**src/rtl/kws_loader_pkg.sv**
```systemverilog
// Shared types and defaults for the KWS frame loader.
package kws_loader_pkg;

    typedef enum logic [2:0] {
        IDLE,
        CHECK,
        WAIT_BUF,
        FILL,
        DRAIN
    } state_t;

    localparam int unsigned FRAME_WORDS_DEF = 1168;
    localparam int unsigned AW_DEF          = 14;
    localparam int unsigned BUF0_BASE_DEF   = 32'h0000;
    localparam int unsigned BUF1_BASE_DEF   = 32'h0490;

    // Bits needed to count 0..n inclusive.
    function automatic int unsigned cnt_width(input int unsigned n);
        return $clog2(n + 1);
    endfunction

    localparam int unsigned IDX_W = cnt_width(FRAME_WORDS_DEF);

endpackage

```
**src/rtl/kws_loader_wr_slot.sv**
```systemverilog
// One-entry holding register between the feature stream and the SRAM write port.
module kws_loader_wr_slot
    import kws_loader_pkg::*;
#(
    parameter int unsigned DW = 32
) (
    input  logic          clk,
    input  logic          rst,
    input  logic          in_valid,
    output logic          in_ready,
    input  logic [DW-1:0] in_data,
    output logic          out_req,
    input  logic          out_gnt,
    output logic [DW-1:0] out_data
);

    logic          full;
    logic [DW-1:0] data_q;

    assign in_ready = !full || out_gnt;
    assign out_req  = full;
    assign out_data = data_q;

    // Load on accept (may refill in the same cycle the held word is granted), empty on grant.
    always_ff @(posedge clk or posedge rst) begin
        if (rst) begin
            full   <= 1'b0;
            data_q <= '0;
        end else if (in_valid && in_ready) begin
            full   <= 1'b1;
            data_q <= in_data;
        end else if (full && out_gnt) begin
            full   <= 1'b0;
        end
    end

endmodule

```
**src/rtl/kws_frame_loader.sv**
```systemverilog
// KWS input feature stream -> SMS1 data SRAM ping-pong frame loader.
// Optional feature: define KWS_LOADER_CKSUM_EN to add the frame_sum output.
module kws_frame_loader
    import kws_loader_pkg::*;
#(
    parameter int unsigned FRAME_WORDS = FRAME_WORDS_DEF,
    parameter int unsigned AW          = AW_DEF,
    parameter int unsigned BUF0_BASE   = BUF0_BASE_DEF,
    parameter int unsigned BUF1_BASE   = BUF1_BASE_DEF
) (
    input  logic          clk,
    input  logic          rst,
    input  logic          start,
    input  logic          cont,
    input  logic          abort,
    input  logic [1:0]    buf_release,
    input  logic          irq_clr,
    input  logic          s_valid,
    input  logic [31:0]   s_data,
    input  logic          s_last,
    output logic          s_ready,
    output logic          mem_req,
    input  logic          mem_gnt,
    output logic [AW-1:0] mem_addr,
    output logic [31:0]   mem_wdata,
    output logic          busy,
    output logic [1:0]    buf_full,
    output logic          last_buf,
    output logic          frame_done,
    output logic          irq,
    output logic          err
`ifdef KWS_LOADER_CKSUM_EN
    ,
    output logic [31:0]   frame_sum
`endif
);

    localparam int unsigned CW = cnt_width(FRAME_WORDS);

    if ((BUF0_BASE + FRAME_WORDS > (1 << AW)) || (BUF1_BASE + FRAME_WORDS > (1 << AW))) begin : g_cfg_err
        $error("kws_frame_loader: frame buffer exceeds SRAM address space");
    end

    state_t        state;
    logic          wr_buf;
    logic [CW-1:0] idx;
    logic [CW-1:0] acc_cnt;
    logic          slot_ready;
    logic          slot_full;
    logic          accept;
    logic          wr_gnt;
    logic          last_gnt;
    logic [AW-1:0] base_sel;

    assign s_ready  = (state == FILL) && !abort && (acc_cnt < CW'(FRAME_WORDS)) && slot_ready;
    assign accept   = s_valid && s_ready;
    assign wr_gnt   = slot_full && mem_gnt;
    assign last_gnt = wr_gnt && (state == FILL) && (idx == CW'(FRAME_WORDS - 1));
    assign base_sel = wr_buf ? AW'(BUF1_BASE) : AW'(BUF0_BASE);
    assign mem_addr = base_sel + AW'(idx);
    assign mem_req  = slot_full;

    kws_loader_wr_slot #(.DW(32)) u_slot (
        .clk      (clk),
        .rst      (rst),
        .in_valid (accept),
        .in_ready (slot_ready),
        .in_data  (s_data),
        .out_req  (slot_full),
        .out_gnt  (mem_gnt),
        .out_data (mem_wdata)
    );

    // Frame sequencing, buffer ownership and status flags.
    // Later non-blocking writes in this block take priority, which gives
    // set-over-release on buf_full and set-over-clear on irq/err.
    always_ff @(posedge clk or posedge rst) begin
        if (rst) begin
            state      <= IDLE;
            busy       <= 1'b0;
            wr_buf     <= 1'b0;
            last_buf   <= 1'b0;
            idx        <= '0;
            acc_cnt    <= '0;
            buf_full   <= '0;
            frame_done <= 1'b0;
            irq        <= 1'b0;
            err        <= 1'b0;
        end else begin
            frame_done <= 1'b0;
            buf_full   <= buf_full & ~buf_release;
            if (irq_clr) begin
                irq <= 1'b0;
                err <= 1'b0;
            end
            if (accept) begin
                acc_cnt <= acc_cnt + 1'b1;
                if (s_last != (acc_cnt == CW'(FRAME_WORDS - 1)))
                    err <= 1'b1;
            end
            if (wr_gnt)
                idx <= idx + 1'b1;
            unique case (state)
                IDLE: begin
                    if (start) begin
                        state <= CHECK;
                        busy  <= 1'b1;
                    end
                end
                CHECK: begin
                    if (abort)
                        state <= DRAIN;
                    else if (!buf_full[wr_buf])
                        state <= FILL;
                    else
                        state <= WAIT_BUF;
                end
                WAIT_BUF: begin
                    if (abort)
                        state <= DRAIN;
                    else if (!buf_full[wr_buf] || buf_release[wr_buf])
                        state <= FILL;
                end
                FILL: begin
                    if (last_gnt) begin
                        buf_full[wr_buf] <= 1'b1;
                        last_buf         <= wr_buf;
                        frame_done       <= 1'b1;
                        irq              <= 1'b1;
                        wr_buf           <= ~wr_buf;
                        idx              <= '0;
                        acc_cnt          <= '0;
                        state            <= (cont && !abort) ? CHECK : IDLE;
                        busy             <= cont && !abort;
                    end else if (abort) begin
                        state <= DRAIN;
                    end
                end
                DRAIN: begin
                    if (!slot_full || mem_gnt) begin
                        state   <= IDLE;
                        busy    <= 1'b0;
                        idx     <= '0;
                        acc_cnt <= '0;
                    end
                end
                default: begin
                    state <= IDLE;
                    busy  <= 1'b0;
                end
            endcase
        end
    end

`ifdef KWS_LOADER_CKSUM_EN
    logic [31:0] sum_run;

    // Running mod-2^32 sum of accepted words, published when a frame completes.
    always_ff @(posedge clk or posedge rst) begin
        if (rst) begin
            sum_run   <= '0;
            frame_sum <= '0;
        end else if (last_gnt) begin
            frame_sum <= sum_run;
            sum_run   <= '0;
        end else if ((state == IDLE && start) || (state != IDLE && abort)) begin
            sum_run   <= '0;
        end else if (accept) begin
            sum_run   <= sum_run + s_data;
        end
    end
`endif

endmodule

```
**config.mk**
```make
export PLATFORM = sky130hd
export DESIGN_NAME = kws_frame_loader
export DESIGN_NICKNAME = d
export VERILOG_FILES = /design/src/rtl/kws_loader_pkg.sv /design/src/rtl/kws_loader_wr_slot.sv /design/src/rtl/kws_frame_loader.sv
export SDC_FILE = /design/constraint.sdc
export NUM_CORES = 1
export LEC_CHECK = 0
export CAP_MARGIN = 10
export CORE_MARGIN = 2
export CORE_UTILIZATION = 51
export DETAILED_ROUTE_END_ITERATION = 8
export PLACE_DENSITY = 0.86
export REMOVE_ABC_BUFFERS = 1
export SKIP_CTS_REPAIR_TIMING = 1
export SLEW_MARGIN = 20
export SYNTH_ARGS = -nofsm -noshare
export SYNTH_HDL_FRONTEND = slang
export SYNTH_SLANG_ARGS = --single-unit
```
**constraint.sdc**
```tcl
create_clock -name clk -period 4.9 [get_ports clk]
set_input_delay 0.735 -clock clk [delete_from_list [all_inputs] [get_ports clk]]
set_output_delay 0.735 -clock clk [all_outputs]
set_load 0.01 [all_outputs]
```
==> flow_metrics.py <==
metrics = {
    "run_status": {
        "status": "finished, final reports clean",
    },
    "sta": {
        "tightest_slew_ns": 0.9465,
        "maxClockFrequency_mhz": 311.3,
        "finClkSkew_ns": 0.007463,
        "rsz0062_at_grt": "false",
        "fin_crit_ns": 3.212,
        "setup_violations": 0,
        "slew_viol_final": 0,
        "slew_headroom_pct": 36.90,
        "fin_hold_ws_ns": 0.4748,
        "hold_violations": 0,
        "finalSetupTns_ns": 0,
        "fin_crit_sh_pct": 65.55,
    },
    "power": {
        "p_int_w": 0.001348,
        "p_sw_share_pct": 31.75,
        "ir_drop_v": 0.0003543,
        "power_density_mw_per_mm2": 450.8,
        "p_sw_w": 0.0006271,
        "leakagePower_nw": 2.071,
        "design_power_total_w": 0.001975,
        "p_clk_share_pct": 23.8,
        "seqPwrFrac_pct": 41.8,
        "combPwrFrac_pct": 34.4,
    },
    "floorplan": {
        "rows": 29,
        "core_area_mm2": 0.006241,
        "die_area_mm2": 0.006997,
        "die_h_um": 83.65,
        "io_pins": 98,
        "start_util_pct": 51.84,
        "die_x_um": 83.65,
    },
    "worst_setup_path": {
        "crit_start": "mem_gnt",
        "criticalPathCategory": "in2out",
        "r2r_setup_slack_ns": 2.57,
        "slowest_delay_ns": 0.57,
        "cp_slowest_cell": "clkdlybuf4s50_1",
        "path_cells": "clkdlybuf4s50_1 -> nand2b_1 -> o211ai_1 -> nor2_1 -> clkdlybuf4s50_1",
        "required_ns": 4.16,
        "crit_top_cell": "clkdlybuf4s50_1",
        "critPathArrivalTime_ns": 2.48,
        "path_max_fanout": 9,
        "endpoint_kind": "output pin",
        "cp_num_buf_inv": 2,
        "timing.rr.start": "idx[5]",
        "critPathTopFamily": "buffers and inverters",
        "cp-start-kind": "input pin",
    },
    "cells_and_area": {
        "layout-drive-gt1-share_pct": 5.752,
        "layout_commonest_cell": "nand2_1",
        "fillers": 472,
        "fin_nets": 497,
        "post-route-util_pct": 70.21,
        "area_delta_synth_final_pct": 35.42,
        "fin_cells": 529,
        "final_cell_mix": "nand2_1, clkdlybuf4s50_1, dfrtp_1",
        "diodes": 0,
    },
    "synthesis": {
        "yosys_warnings": 0,
        "synth_area_mm2": 0.003236,
        "seq_area_frac_synth_pct": 51.04,
        "synth_seq_cells": 66,
        "syn_area_per_cell_um2": 8.988,
        "synth.top_cell.area_share_pct": 51.04,
        "ys_types": 50,
        "syn_inst": 360,
        "synth_edf_count": 0,
        "synthTopCellsByArea": "dfrtp_1, nand2_1, nor2_1, xnor2_1, a31oi_1",
        "ys_async_sr_fraction_pct": 100.0,
        "synth_top_cell_by_area": "dfrtp_1",
        "synth-main-ff-cell": "dfrtp_1",
    },
    "routing": {
        "routed_wl_um": 7911,
        "drtAntennaViolNets": 0,
        "drt-initial-drc-count": 181,
        "viasPerCell": 5.429,
        "post_drt_wl_per_cell_um": 14.95,
        "drtPass1Iterations": 4,
        "drc": 0,
        "route.vias.total": 2872,
    },
    "clock_network": {
        "clkSinkCount": 66,
        "clk_latency_ns": 0.34,
        "clkTransAtPathRegs_ns": 0.07,
        "cts_buffers": 9,
        "root_buffer": "clkbuf_8",
        "clock_path_buffers": 2,
        "htreeDepth": 3,
        "cts_tree": "yes",
    },
    "place": {
        "gp_congestion": 0.9013,
        "io_buffers": 95,
        "dp.cells": 514,
        "dp_hpwl_um": 5510,
    },
    "global_routing": {
        "grt_pass1_vias": 2801,
        "grtUsageTotal_pct": 23.69,
        "grt_antenna_before_repair": 0,
        "overflow": 0,
        "grt_pass1_wl_um": 13280,
        "grt_max_degree": 39,
    },
    "run": {
        "cap_violations": 0,
    },
    "hold_path": {
        "hp-class": "reg2reg",
        "min_from": "u_slot.out_data[31]",
    },
}
[stage by stage]
step | setup WS [ns] | cell area [µm²]
final | 1.688 | 4382
after detailed placement | 1.694 | 4178
after floorplan | 2.042 | 3113
after global placement | 1.715 | 4178
after CTS | 1.682 | 4382
after global routing | 1.594 | 4382
[path summary, 6_finish.rpt]
kind                            depth (start not counted)             endpoint
worst max-delay path                                    5              s_ready
min in group asynchronous                               2  u_slot.out_data[21]
worst min-delay path                                    2  u_slot.out_data[31]
worst max register to register                          5           acc_cnt[2]
worst min register to register                          2  u_slot.out_data[31]
max in group asynchronous                               3             state[1]
[cell type report]
| type | instances | area [µm²] | share of cell area, % |
|---|---|---|---|
| Sequential cell | 66 | 1652 | 37.69 |
| Multi-Input combinational cell | 266 | 1434 | 32.72 |
| Timing Repair Buffer | 97 | 965.9 | 22.04 |
| Clock buffer | 13 | 168.9 | 3.855 |
| Tap cell | 77 | 96.34 | 2.199 |
| Clock inverter | 2 | 35.03 | 0.7995 |
| Inverter | 8 | 30.03 | 0.6853 |
[worst min-delay path: cells and delay by family, from the launching register on]
kind,cells,cell delay (ns)
flip-flops,1,0.34
AND/OR/NAND/NOR,2,0.10
[Yosys cell counts (3+ instances only)]
cell type and n:
nand2_1 116, dfrtp_1 66, nor2_1 21, a21oi_1 12, a31oi_1 12, o21ai_0 11, nand3_1 9, xnor2_1 9
inv_1 8, buf_4 7, ha_1 6, nand4_1 6, nor3_1 6, nor4_1 6, buf_2 5, and3_1 4
clkbuf_1 4, nand2b_1 4, xor2_1 4, a21o_1 3, buf_1 3, or2b_1 3
[power by group through the flow]
stage               logic (W)  clock network (W)  registers [W]
detailed placement   0.000681                  0       0.000828
floorplan            0.000225                  0       0.000880
finish               0.000680           0.000470       0.000825
CTS                  0.000688           0.000482       0.000823
global route         0.000754           0.000503       0.000846
global placement     0.000668                  0       0.000820
[cells by family (layout without fill, tap and decap cells)]
family	Yosys count	in the layout	share of synthesized area, %
AO/OA/AOI/OAI	52	52	10.17
adder cells (fa/ha/maj)	6	6	2.320
XOR/XNOR	13	13	3.519
AND/OR/NAND/NOR	191	191	27.34
multiplexers	2	2	0.6574
buffers and inverters	29	120	4.833
other	1	2	0.1159
flip-flops	66	66	51.04
[layer usage]
metal,routed length [µm],vias up,GRT usage [%]
met4,159,0,10.12
li1,-,1396,-
met3,819,15,9.298
met1,3369,1335,30.71
met5,0,-,0
met2,3563,126,35.49
[registers in the layout, indices dropped and copies added (netlist names)]
signal and count:
u_slot.out_req 1, err 1, irq 1, last_buf 1, buf_full 2, idx 11
busy 1, state 3, frame_done 1, u_slot.out_data 32, acc_cnt 11, wr_buf 1
Note: power is estimated with default switching activity, not from simulation.
